--- src/rtl/riscv_pkg.sv ---
// rtl/riscv_pkg.sv - shared types and constants for the writeback slice
package riscv_pkg;

  localparam int XLEN   = 32;
  localparam int REG_AW = 5;

  localparam logic [2:0] F3_LB  = 3'b000;
  localparam logic [2:0] F3_LH  = 3'b001;
  localparam logic [2:0] F3_LW  = 3'b010;
  localparam logic [2:0] F3_LBU = 3'b100;
  localparam logic [2:0] F3_LHU = 3'b101;

  typedef enum logic {
    WB_IDLE = 1'b0,
    WB_WAIT = 1'b1
  } wb_state_e;

endpackage

--- src/rtl/riscv_load_align.sv ---
// rtl/riscv_load_align.sv - combinational load byte/half select and extension
module riscv_load_align
  import riscv_pkg::*;
(
  input  logic [2:0]      i_funct3,
  input  logic [1:0]      i_addr_lo,
  input  logic [XLEN-1:0] i_rdata,
  output logic [XLEN-1:0] o_data
);

  logic [7:0]  w_byte;
  logic [15:0] w_half;

  always_comb begin
    w_byte = i_rdata[8*i_addr_lo +: 8];
    // addr_lo[0] is deliberately ignored for halfwords: misalignment is not trapped here
    w_half = i_addr_lo[1] ? i_rdata[31:16] : i_rdata[15:0];
    case (i_funct3)
      F3_LB:   o_data = {{24{w_byte[7]}}, w_byte};
      F3_LBU:  o_data = {24'h0, w_byte};
      F3_LH:   o_data = {{16{w_half[15]}}, w_half};
      F3_LHU:  o_data = {16'h0, w_half};
      default: o_data = i_rdata;
    endcase
  end

endmodule

--- src/rtl/riscv_wb_stage.sv ---
// rtl/riscv_wb_stage.sv - writeback stage driving the regfile write port
// Optional combinational read bypass enabled by RISCV_WB_FWD_EN.
module riscv_wb_stage
  import riscv_pkg::*;
#(
  parameter int LOAD_TIMEOUT = 64,
  parameter int TMR_W        = 8
) (
  input  logic              clk,
  input  logic              resetn,
`ifdef RISCV_WB_FWD_EN
  input  logic [REG_AW-1:0] ra0_i,
  input  logic [REG_AW-1:0] rb0_i,
  input  logic [XLEN-1:0]   ra0_value_i,
  input  logic [XLEN-1:0]   rb0_value_i,
  output logic [XLEN-1:0]   ra0_fwd_o,
  output logic [XLEN-1:0]   rb0_fwd_o,
`endif
  input  logic              ex_valid_i,
  output logic              ex_ready_o,
  input  logic              ex_wen_i,
  input  logic [REG_AW-1:0] ex_rd_i,
  input  logic [XLEN-1:0]   ex_result_i,
  input  logic              ex_is_load_i,
  input  logic [2:0]        ex_funct3_i,
  input  logic [1:0]        ex_addr_lo_i,
  input  logic              dmem_rvalid_i,
  input  logic [XLEN-1:0]   dmem_rdata_i,
  input  logic              dmem_err_i,
  output logic              rf_wen_o,
  output logic [REG_AW-1:0] rf_rd_o,
  output logic [XLEN-1:0]   rf_wdata_o,
  output logic              busy_o,
  output logic              load_err_o
);

  localparam logic [TMR_W-1:0] TMR_LAST = TMR_W'((LOAD_TIMEOUT == 0) ? 0 : LOAD_TIMEOUT - 1);

  wb_state_e         r_state;
  logic [TMR_W-1:0]  r_timer;
  logic [REG_AW-1:0] r_rd;
  logic [2:0]        r_funct3;
  logic [1:0]        r_addr_lo;
  logic              r_rf_wen;
  logic [REG_AW-1:0] r_rf_rd;
  logic [XLEN-1:0]   r_rf_wdata;
  logic              r_load_err;
  logic [XLEN-1:0]   w_load_data;
  logic              w_timeout;

  riscv_load_align u_align (
    .i_funct3  (r_funct3),
    .i_addr_lo (r_addr_lo),
    .i_rdata   (dmem_rdata_i),
    .o_data    (w_load_data)
  );

  assign w_timeout = (LOAD_TIMEOUT != 0) && (r_timer == TMR_LAST);

  always_ff @(posedge clk or negedge resetn) begin
    if (!resetn) begin
      r_state    <= WB_IDLE;
      r_timer    <= '0;
      r_rd       <= '0;
      r_funct3   <= '0;
      r_addr_lo  <= '0;
      r_rf_wen   <= 1'b0;
      r_rf_rd    <= '0;
      r_rf_wdata <= '0;
      r_load_err <= 1'b0;
    end else begin
      r_rf_wen   <= 1'b0;
      r_load_err <= 1'b0;
      case (r_state)
        WB_IDLE: begin
          if (ex_valid_i) begin
            if (ex_is_load_i) begin
              r_rd      <= ex_wen_i ? ex_rd_i : '0;
              r_funct3  <= ex_funct3_i;
              r_addr_lo <= ex_addr_lo_i;
              r_timer   <= '0;
              r_state   <= WB_WAIT;
            end else if (ex_wen_i && (ex_rd_i != '0)) begin
              r_rf_wen   <= 1'b1;
              r_rf_rd    <= ex_rd_i;
              r_rf_wdata <= ex_result_i;
            end
          end
        end
        WB_WAIT: begin
          r_timer <= r_timer + 1'b1;
          // A return coinciding with the last timeout cycle still counts as a return
          if (dmem_rvalid_i) begin
            r_state <= WB_IDLE;
            if (dmem_err_i) begin
              r_load_err <= 1'b1;
            end else if (r_rd != '0) begin
              r_rf_wen   <= 1'b1;
              r_rf_rd    <= r_rd;
              r_rf_wdata <= w_load_data;
            end
          end else if (w_timeout) begin
            r_state    <= WB_IDLE;
            r_load_err <= 1'b1;
          end
        end
        default: r_state <= WB_IDLE;
      endcase
    end
  end

  assign ex_ready_o = (r_state == WB_IDLE);
  assign busy_o     = (r_state == WB_WAIT);
  assign rf_wen_o   = r_rf_wen;
  assign rf_rd_o    = r_rf_rd;
  assign rf_wdata_o = r_rf_wdata;
  assign load_err_o = r_load_err;

`ifdef RISCV_WB_FWD_EN
  assign ra0_fwd_o = (r_rf_wen && (r_rf_rd == ra0_i) && (ra0_i != '0)) ? r_rf_wdata : ra0_value_i;
  assign rb0_fwd_o = (r_rf_wen && (r_rf_rd == rb0_i) && (rb0_i != '0)) ? r_rf_wdata : rb0_value_i;
`endif

endmodule

--- config.mk ---
export PLATFORM = sky130hd
export DESIGN_NAME = riscv_wb_stage
export DESIGN_NICKNAME = d
export VERILOG_FILES = /design/src/rtl/riscv_pkg.sv /design/src/rtl/riscv_load_align.sv /design/src/rtl/riscv_wb_stage.sv
export SDC_FILE = /design/constraint.sdc
export NUM_CORES = 1
export LEC_CHECK = 0
export CAP_MARGIN = 20
export CORE_ASPECT_RATIO = 1.75
export CORE_MARGIN = 5
export CORE_UTILIZATION = 41
export CTS_BUF_LIST = sky130_fd_sc_hd__clkbuf_16
export DETAILED_ROUTE_END_ITERATION = 16
export PLACE_DENSITY = 0.78
export SYNTH_ARGS = -nofsm -noshare
export SYNTH_HDL_FRONTEND = slang
export SYNTH_HIERARCHICAL = 1
export SYNTH_SLANG_ARGS = --single-unit
--- constraint.sdc ---
create_clock -name clk -period 4.8 [get_ports clk]
set_input_delay 0.72 -clock clk [delete_from_list [all_inputs] [get_ports clk]]
set_output_delay 0.72 -clock clk [all_outputs]
set_load 0.01 [all_outputs]
==> results.md, run 1 <==
* Run status: complete, no violations
* Number of cells produced by synthesis at 302
* Via count normalized by instance count at 5.42
* Sum of internal, switching and leakage power at 2.40 mW
* Largest stage delay on the critical path at 1.02 ns
* #FFs+latches synth at 58
* Largest buffer count on any clock path at 2
* Peak supply drop at 0.305 mV
* Wire length of the first global-routing pass at 16300 µm
* Hold endpoint: r_timer[5]$_DFFE_PN0P_
* Clock network fraction of design power at 0.227
* Cell-internal power at 1.65 mW
* Fin nets at 497
* Count of cells along the worst register-to-register path at 4
* Cells on Worst Hold Path at 1
* Beginning of the worst register-to-register path: busy_o$_DFF_PN0_
* Compound-gate portion of the synthesized area at 0.170
* Unrepaired setup endpoints after global routing: false
* Type of the worst setup path: reg2out
* CP cell instances: clkinv_1, clkdlybuf4s50_1
* Share of flip-flops with an asynchronous set or reset at 1.00
* Leakage power total at 2.09 nW
* Residual antenna-violating net count after detailed routing at 0
* Number of antenna violations at the first check in global routing at 1
* CP Launch Type: flop
* Most common flop cell mapped by yosys: dfrtp_1
* Portion of total power attributed to sequential cells at 0.340
* Post-Layout Cell Count at 538
* Most frequent cell after synthesis: mux2_2
* Switching fraction of total power at 0.311
* Fraction of layout cells with a size suffix above 1 at 0.281
* Final weighted congestion in routability-driven placement at 0.858
* Cts-stage hold buffer count at 0
* Number of buffers and inverters on the critical path at 2
* EDFF count, synth at 0
* Worst EP arrival at 2.48 ns
* Number of iterations in the first detailed-routing pass at 4
* Final sum of negative setup slack at 0 ns
* Largest net degree at the start of global routing at 59
* Detailed-route wire length per cell at 19.0 µm
* Total of fill cells in the finished design at 757
* Share of the yosys chip area belonging to registers at 0.399
* Cell types occupying the most area after synthesis: dfrtp_1 (40%), mux2_2 (20%), mux2_4 (8.3%)
* Final count of pins violating max slew at 0
* TritonCTS buffer count at 9
* Final instance area at 5140 µm²
* Worst min-delay path category: reg2reg
* Area share of the largest cell type after synthesis at 0.399
* Endpoint kind of the worst setup timing path: output pin
* Estimated wirelength of the detail-placed design at 7630 µm
* Largest area contributor in the netlist: dfrtp_1
* R2R setup slack at 1.70 ns
* Starting Density at 0.419
* Number of distinct standard cells referenced by the synthesized netlist at 42
* Placed Cells at 521
* Net switching power at 0.746 mW
* Synth cell count leaders: mux2_2 (64), dfrtp_1 (58), nand2_1 (21), mux2_4 (20)
* Die area at 10900 µm²
* Average size of a mapped cell at 12.0 µm²
* Area Overhead vs Synth at 41.3%
* Crit path time final at 3.20 ns
* Data required time at the worst endpoint at 4.08 ns
* Worst-Margin Slew at 1.01 ns
* Area of the mapped netlist at 3640 µm²
* Buffer type at the clock tree root: clkbuf_16
* Achievable Freq at 313 MHz
* Critical hold path startpoint: r_timer[5]$_DFFE_PN0P_
* Standard cell core area at 8670 µm²
* Number of cell rows at 45
* XOR/XNOR Fraction of Synth Area at 0.00482
* Fraction of synthesized area in multiplexers at 0.297
* Number of ports placed on the die boundary at 122
* All-layer global routing usage at 0.197
* TritonCTS clock tree: yes
* Crit path max-delay family: buffers and inverters
* Number of global-route vias before repair at 3129
* CTS H-Tree Depth at 3
* Utilization after layout at 0.593
* Setup violators final at 0
* Relative max-transition margin at 0.325
* Net count of the mapped netlist at 384
* Wirelength, routed at 10200 µm
* PortBufs at 121
* Fin Clk Skew at 0.00500 ns
* Final worst-path cycle share at 0.666
* Combinational family with the most area after synthesis: multiplexers
* Number of DRC markers in iteration 0 at 173
* Die boundary height at 135 µm
* Area share of and/or/nand/nor cells after synthesis at 0.0846
* Overflow left after global routing at 0
* Remaining design rule violation count at 0
* Power density over cell area at 466 nW/µm²
* Final Hold Vio Count at 0
* Number of buffers inserted to repair setup after CTS at 0
* Cell type of the slowest stage on the worst timing path: dfrtp_2
* Die extent in x at 81.2 µm
* Critical Path Fanout Max at 47
* Comb power frac at 0.433
* Worst reg2reg endpoint: rf_wdata_o[15]$_DFFE_PN0P_
* Total placed instance area at 4880 µm²
* Number of sinks handled by clock tree synthesis at 58
* Clock insertion delay at the later pin of the skew report at 0.33 ns
* Share of synthesized cell area in full adder, half adder and majority cells at 0.00344
* Post-CTS Resized at 0
* Max-capacitance violation count at 0
* Number of synthesis warnings at 6
* Clock slew at reported path FFs at 0.05 ns
* Number of vias after detailed routing at 2916
## how the worst max path moves through the flow
stage | endpoint | start | depth (start not counted) | slack, ns
final | ex_ready_o | busy_o$_DFF_PN0_ | 2 | 1.60
after CTS | ex_ready_o | busy_o$_DFF_PN0_ | 2 | 1.60
after global placement | rf_wdata_o[15]$_DFFE_PN0P_ | dmem_rvalid_i | 5 | 1.62
after detailed placement | rf_wdata_o[15]$_DFFE_PN0P_ | dmem_rvalid_i | 5 | 1.55
after floorplan | rf_rd_o[0]$_DFFE_PN0P_ | ex_rd_i[2] | 6 | 2.66
after global routing | ex_ready_o | busy_o$_DFF_PN0_ | 2 | 1.46
## registers in the layout (all words and copies together) (netlist names)
name        count
r_addr_lo       2
rf_wdata_o     32
r_funct3        3
busy_o          1
load_err_o      1
r_rd            5
r_timer         8
rf_wen_o        1
rf_rd_o         5
## routing by layer
metal | up-vias | GRT usage | share of wire
li1 | 1370 | - | -
met1 | 1418 | 0.224 | 0.40
met2 | 104 | 0.326 | 0.50
met3 | 24 | 0.0541 | 0.061
met4 | 0 | 0.110 | 0.045
met5 | - | 0 | 0
## layout by cell type, fill, tap and decap left out, drive strengths merged
cell             n
a211oi           1
inv              4
o21a             3
o31ai            2
xor2             1
ha               1
and3             4
nor2             5
nand3            5
clkdlybuf4s50  120
dfrtp           58
or3b             1
nor3b            1
mux2i            6
a21oi            9
a221o            6
clkbuf           9
xnor2            1
o221ai           5
nor4bb           1
clkinvlp         1
nand2           21
nand2b           1
a31oi            2
o31a             1
or4              3
a2bb2oi         20
nor2b           10
buf              3
mux2            84
diode            1
clkinv           5
nand4            3
a22o             3
a22oi            1
o21ai           16
nor3             2
nor4b            1
## layout make-up
| class | instances | area (µm²) | share of cell area |
|---|---|---|---|
| timing repair buffer | 123 | 1220 | 0.238 |
| tap | 117 | 146 | 0.0285 |
| antenna | 1 | 2.50 | 0.000487 |
| clock inverter | 7 | 30.0 | 0.00584 |
| clock buffer | 9 | 225 | 0.0438 |
| inverter | 3 | 11.3 | 0.00219 |
| multi-input combinational | 220 | 2050 | 0.399 |
| sequential | 58 | 1450 | 0.283 |
## metrics by stage
step	hold slack (ns)	setup WS (ns)
2_1_floorplan	0.424	2.66
3_3_place_gp	0.463	1.62
3_5_place_dp	0.482	1.55
4_1_cts	0.490	1.60
5_1_grt	0.518	1.46
6_report	0.489	1.60
## logic make-up (layout without fill, tap and decap cells)
kind of cell,after synthesis,count (layout)
xor gates and xnor gates,2,2
adders and majority gates,1,1
other,0,1
AOI/OAI and AO/OA,69,69
DFF,58,58
buffers and inverters,24,142
and+or+nand+nor,58,58
muxes,90,90
## power groups by stage
stage | clock (mW) | combinational [mW] | sequential [mW]
after CTS | 0.557 | 1.05 | 0.817
after detailed placement | 0 | 1.04 | 0.820
final | 0.544 | 1.04 | 0.814
after global placement | 0 | 1.02 | 0.819
after floorplan | 0 | 0.553 | 0.828
after global routing | 0.580 | 1.11 | 0.844
Power figures use the tool's default switching activity.
==> run 2: changes to the inputs <==
==> constraint.sdc (replaced) <==
create_clock -name clk -period 3.25 [get_ports clk]
set_input_delay 0.4875 -clock clk [delete_from_list [all_inputs] [get_ports clk]]
set_output_delay 0.4875 -clock clk [all_outputs]
set_load 0.01 [all_outputs]
==> results.md, run 2 (same netlist as run 1, synthesis figures left out) <==
* Run status: complete, no violations
* Data required time at the worst endpoint at 3.45 ns
* Clock slew at reported path FFs at 0.05 ns
* Fraction of layout cells with a size suffix above 1 at 0.295
* Number of DRC markers in iteration 0 at 165
* Wirelength, routed at 10300 µm
* Worst slack, placed at 0.544 ns
* Clock network fraction of design power at 0.261
* Detailed-route wire length per cell at 19.0 µm
* Via count normalized by instance count at 5.43
* Largest stage delay on the critical path at 0.85 ns
* Top library cells by usage in the layout, fill and taps aside: clkdlybuf4s50_1 (120), mux2_2 (64), dfrtp_1 (57)
* Post-CTS Resized at 0
* Switching fraction of total power at 0.301
* Routed length on met3 at 576 µm
* Clock insertion delay at the later pin of the skew report at 0.33 ns
* CP cell instances: nor3_1, a22oi_4, buf_4, o221ai_1, mux2_2, mux2_4
* Starting Density at 0.419
* Comb power frac at 0.423
* Cell-internal power at 2.61 mW
* Standard cell core area at 8670 µm²
* Met2 layer wire length in the routed design at 5380 µm
* Number of logic stages on the critical path including buffering at 6
* Achievable Freq at 405 MHz
* Type of the worst setup path: reg2reg
* Crit path time final at 2.47 ns
* TritonCTS clock tree: yes
* CTS H-Tree Depth at 3
* TritonCTS buffer count at 9
* Termination of the worst setup path: rf_wdata_o[9]$_DFFE_PN0P_
* Die area at 10900 µm²
* Commonest non-fill, non-tap cell in the layout: clkdlybuf4s50_1
* Met1 Wirelength at 3990 µm
* Number of ports placed on the die boundary at 122
* Final weighted congestion in routability-driven placement at 0.886
* Remaining design rule violation count at 0
* Final count of pins violating max slew at 0
* Number of cell rows at 45
* Final Hold Vio Count at 0
* Number of vias after detailed routing at 2939
* Number of buffers and inverters on the critical path at 1
* Diode insertion count for antenna repair at 0
* All-layer global routing usage at 0.197
* Number of sinks handled by clock tree synthesis at 58
* Final worst-path cycle share at 0.760
* Fin nets at 501
* Total placed instance area at 4920 µm²
* Portion of total power attributed to sequential cells at 0.316
* Die boundary height at 135 µm
* Worst-Margin Slew at 0.934 ns
* Cell type of the slowest stage on the worst timing path: dfrtp_1
* Max layer used: met4
* Number of iterations in the first detailed-routing pass at 4
* Critical Path Fanout Max at 22
* Estimated wirelength of the detail-placed design at 7700 µm
* Unrepaired setup endpoints after global routing: false
* Crit path max-delay family: flip-flops
* Peak supply drop at 0.397 mV
* Worst min-delay path category: in2async
* Relative max-transition margin at 0.378
* Residual antenna-violating net count after detailed routing at 0
* Area Overhead vs Synth at 43.9%
* Leakage power total at 2.14 nW
* Number of antenna violations at the first check in global routing at 0
* Largest register FFs at 32
* Count of cells along the worst register-to-register path at 6
* Wire length of the first global-routing pass at 16300 µm
* Max-capacitance violation count at 0
* Worst reg2reg endpoint: rf_wdata_o[9]$_DFFE_PN0P_
* Final instance area at 5240 µm²
* Number of global-route vias before repair at 3145
* Setup violators final at 0
* Beginning of the worst register-to-register path: r_addr_lo[1]$_DFFE_PN0P_
* CP Launch Type: flop
* Cts-stage hold buffer count at 0
* Overflow left after global routing at 0
* Largest net degree at the start of global routing at 59
* PortBufs at 121
* Critical Path Start: r_addr_lo[1]$_DFFE_PN0P_
* Final sum of negative setup slack at 0 ns
* Sum of internal, switching and leakage power at 3.74 mW
* Net switching power at 1.13 mW
* Power density over cell area at 715 nW/µm²
* Endpoint kind of the worst setup timing path: flop
* R2R setup slack at 0.78 ns
* Number of buffers inserted to repair setup after CTS at 0
* Buffer type at the clock tree root: clkbuf_16
* Crit path setup slack, layout at 0.781 ns
* Die extent in x at 81.2 µm
* Largest buffer count on any clock path at 2
* Fin Clk Skew at 0.00723 ns
* Worst EP arrival at 2.67 ns
## run 2: cell types whose count changed in the layout (fill, tap and decap cells not counted), sizes merged
cell / delta
buf: +4
bufinv: +2
inv: -2
clkinv: +1
clkinvlp: -1
diode: -1
## run 2: area by class of cell
type,instances,area [µm²]
clock inverter,7,85.1
sequential,58,1450
tap,117,146
multi-input combinational,220,2050
fill,740,3440
inverter,3,11.3
clock buffer,9,225
timing repair buffer,127,1260
## run 2: worst register-to-register path, stage by stage, from the launching register on
cell	delay, ns
dfrtp_1	0.85
nor3_1	0.18
a22oi_4	0.29
buf_4	0.34
o221ai_1	0.16
mux2_2	0.28
mux2_4	0.25
## run 2: how the worst min path moves through the flow
stage | cells after the start | slack (ns) | from | to
floorplan | 0 | 0.19 | resetn | busy_o$_DFF_PN0_
finish | 2 | 0.31 | resetn | rf_wdata_o[19]$_DFFE_PN0P_
detailed placement | 2 | 0.49 | r_rd[1]$_DFFE_PN0P_ | r_rd[1]$_DFFE_PN0P_
CTS | 2 | 0.35 | resetn | rf_wdata_o[19]$_DFFE_PN0P_
global route | 2 | 0.40 | resetn | rf_wdata_o[19]$_DFFE_PN0P_
global placement | 1 | 0.46 | r_timer[5]$_DFFE_PN0P_ | r_timer[5]$_DFFE_PN0P_
## run 2: per-layer routing
| metal | up-vias | global-route usage |
|---|---|---|
| li1 | 1380 | - |
| met4 | 0 | 0.0940 |
| met2 | 117 | 0.341 |
| met5 | - | 0 |
| met1 | 1417 | 0.222 |
| met3 | 25 | 0.0487 |
## run 2: power by group through the flow
stage | Clock, mW | Sequential [mW] | Combinational [mW]
floorplan | 0 | 1.22 | 0.817
global route | 1.03 | 1.22 | 1.69
detailed placement | 0 | 1.19 | 1.58
global placement | 0 | 1.19 | 1.55
CTS | 0.993 | 1.19 | 1.59
finish | 0.977 | 1.18 | 1.58
## run 2: stage by stage
stage	std cells	hold slack (ns)	util
global route	541	0.404	0.604
floorplan	302	0.192	-
global placement	525	0.461	0.568
CTS	541	0.345	0.604
finish	541	0.310	0.604
detailed placement	525	0.495	0.568
==> run 3: changes to the inputs <==
==> constraint.sdc (replaced) <==
create_clock -name clk -period 2.55 [get_ports clk]
set_input_delay 0.3825 -clock clk [delete_from_list [all_inputs] [get_ports clk]]
set_output_delay 0.3825 -clock clk [all_outputs]
set_load 0.01 [all_outputs]
==> results.md, run 3 (same netlist as run 1, synthesis figures left out) <==
* Run status: complete, no violations
* Area used by multi-input combinational logic at 2050 µm²
* Number of global-route vias before repair at 3179
* Total of fill cells in the finished design at 750
* Portion of total power attributed to sequential cells at 0.327
* Register cell area after layout at 1450 µm²
* Worst min-delay path category: in2async
* Achievable Freq at 451 MHz
* Wire length of the first global-routing pass at 16200 µm
* Number of ports placed on the die boundary at 122
* Residual antenna-violating net count after detailed routing at 0
* Worst slack, placed at 0.0988 ns
* Cell-internal power at 3.15 mW
* Starting Density at 0.419
* TritonCTS buffer count at 9
* Endpoint kind of the worst setup timing path: flop
* All-layer global routing usage at 0.196
* Die extent in x at 81.2 µm
* CTS H-Tree Depth at 3
* Setup violators final at 0
* Standard cell core area at 8670 µm²
* Estimated wirelength of the detail-placed design at 7980 µm
* Overflow left after global routing at 0
* Number of antenna violations at the first check in global routing at 0
* Top library cells by usage in the layout, fill and taps aside: clkdlybuf4s50_1 (120), mux2_2 (64), dfrtp_1 (57)
* Worst-Margin Slew at 0.724 ns
* Post-CTS Resized at 0
* Worst EP arrival at 2.48 ns
* Number of buffers inserted to repair setup after CTS at 0
* Number of DRC markers in iteration 0 at 125
* Number of vias after detailed routing at 2969
* Detailed-route wire length per cell at 18.7 µm
* Net switching power at 1.42 mW
* Remaining design rule violation count at 0
* Final Hold Vio Count at 0
* Final count of pins violating max slew at 0
* Crit path time final at 2.22 ns
* CP Launch Type: flop
* Crit path setup slack, layout at 0.335 ns
* Sum of internal, switching and leakage power at 4.57 mW
* Max-capacitance violation count at 0
* Largest buffer count on any clock path at 2
* Type of the worst setup path: reg2reg
* Power density over cell area at 872 nW/µm²
* Leakage power total at 2.14 nW
* Unrepaired setup endpoints after global routing: false
* Largest net degree at the start of global routing at 40
* Via count normalized by instance count at 5.43
* Fraction of layout cells with a size suffix above 1 at 0.305
* Number of sinks handled by clock tree synthesis at 58
* Diode insertion count for antenna repair at 0
* Final worst-path cycle share at 0.869
* TritonCTS clock tree: yes
* R2R setup slack at 0.33 ns
* Critical Path Fanout Max at 17
* Placed Cells at 531
* Clock network fraction of design power at 0.229
* Final sum of negative setup slack at 0 ns
* Die boundary height at 135 µm
* Buffer type at the clock tree root: clkbuf_16
* Area Overhead vs Synth at 44.2%
* Fin nets at 507
* Cts-stage hold buffer count at 0
* Clock slew at reported path FFs at 0.05 ns
* Largest register FFs at 32
* Number of iterations in the first detailed-routing pass at 4
* Fin Clk Skew at 0.00730 ns
* Comb power frac at 0.444
* Peak supply drop at 0.607 mV
* Data required time at the worst endpoint at 2.82 ns
* Relative max-transition margin at 0.517
* PortBufs at 121
* Clock insertion delay at the later pin of the skew report at 0.32 ns
* Switching fraction of total power at 0.311
* Wirelength, routed at 10300 µm
* Die area at 10900 µm²
* Number of cell rows at 45
* Final weighted congestion in routability-driven placement at 0.963
* Commonest non-fill, non-tap cell in the layout: clkdlybuf4s50_1
* Post-Layout Cell Count at 547
run 3: changes by cell type in the layout (fill, tap and decap cells not counted):
cell | previous run | this run
clkinv_1 | 4 | 5
clkinvlp_4 | 0 | 2
clkinv_4 | 1 | 0
buf_12 | 1 | 2
inv_1 | 2 | 1
clkinv_2 | 1 | 2
bufinv_16 | 2 | 0
buf_4 | 5 | 10
run 3: final timing paths:
check	startpoint	endpoint	cells past startpoint
max	r_addr_lo[1]$_DFFE_PN0P_	rf_wdata_o[1]$_DFFE_PN0P_	5
min	resetn	r_addr_lo[1]$_DFFE_PN0P_	1
max reg2reg	r_addr_lo[1]$_DFFE_PN0P_	rf_wdata_o[1]$_DFFE_PN0P_	5
min reg2reg	r_timer[5]$_DFFE_PN0P_	r_timer[5]$_DFFE_PN0P_	1
max in group asynchronous	resetn	rf_wdata_o[9]$_DFFE_PN0P_	2
min in group clk	r_timer[5]$_DFFE_PN0P_	r_timer[5]$_DFFE_PN0P_	1
run 3: power by group through the flow:
stage          clock [mW]  sequential, mW  combinational, mW
3_5_place_dp            0            1.51               2.04
6_report             1.05            1.50               2.03
4_1_cts              1.07            1.50               2.05
5_1_grt              1.11            1.55               2.17
3_3_place_gp            0            1.50               2.01
2_1_floorplan           0            1.56               1.04
run 3: area by class of cell:
| cell class | instances | share of cell area |
|---|---|---|
| inverter | 3 | 0.00215 |
| tap | 117 | 0.0279 |
| timing repair buffer | 133 | 0.252 |
| clock inverter | 7 | 0.00692 |
| clock buffer | 9 | 0.0429 |
| multi-input combinational | 220 | 0.391 |
| sequential | 58 | 0.277 |
run 3: per-stage QoR:
step / utilization / area, µm² / hold slack (ns)
floorplan: - / 3640 / 0.0869
global placement: 0.575 / 4980 / 0.463
CTS: 0.605 / 5240 / 0.128
global route: 0.605 / 5240 / 0.174
detailed placement: 0.575 / 4980 / 0.476
finish: 0.605 / 5240 / 0.118
run 3: layer usage:
metal,track usage,wire (µm),up-vias
li1,-,-,1388
met2,0.334,5310,121
met1,0.219,3780,1432
met5,0,0,-
met3,0.0360,661,28
met4,0.127,504,0
run 3: worst max-delay path: stages, from the launching register on:
cell     delay [ns]
dfrtp_1        0.70
nor2b_1        0.58
nor2b_1        0.36
a221o_1        0.24
mux2_2         0.15
mux2_4         0.13
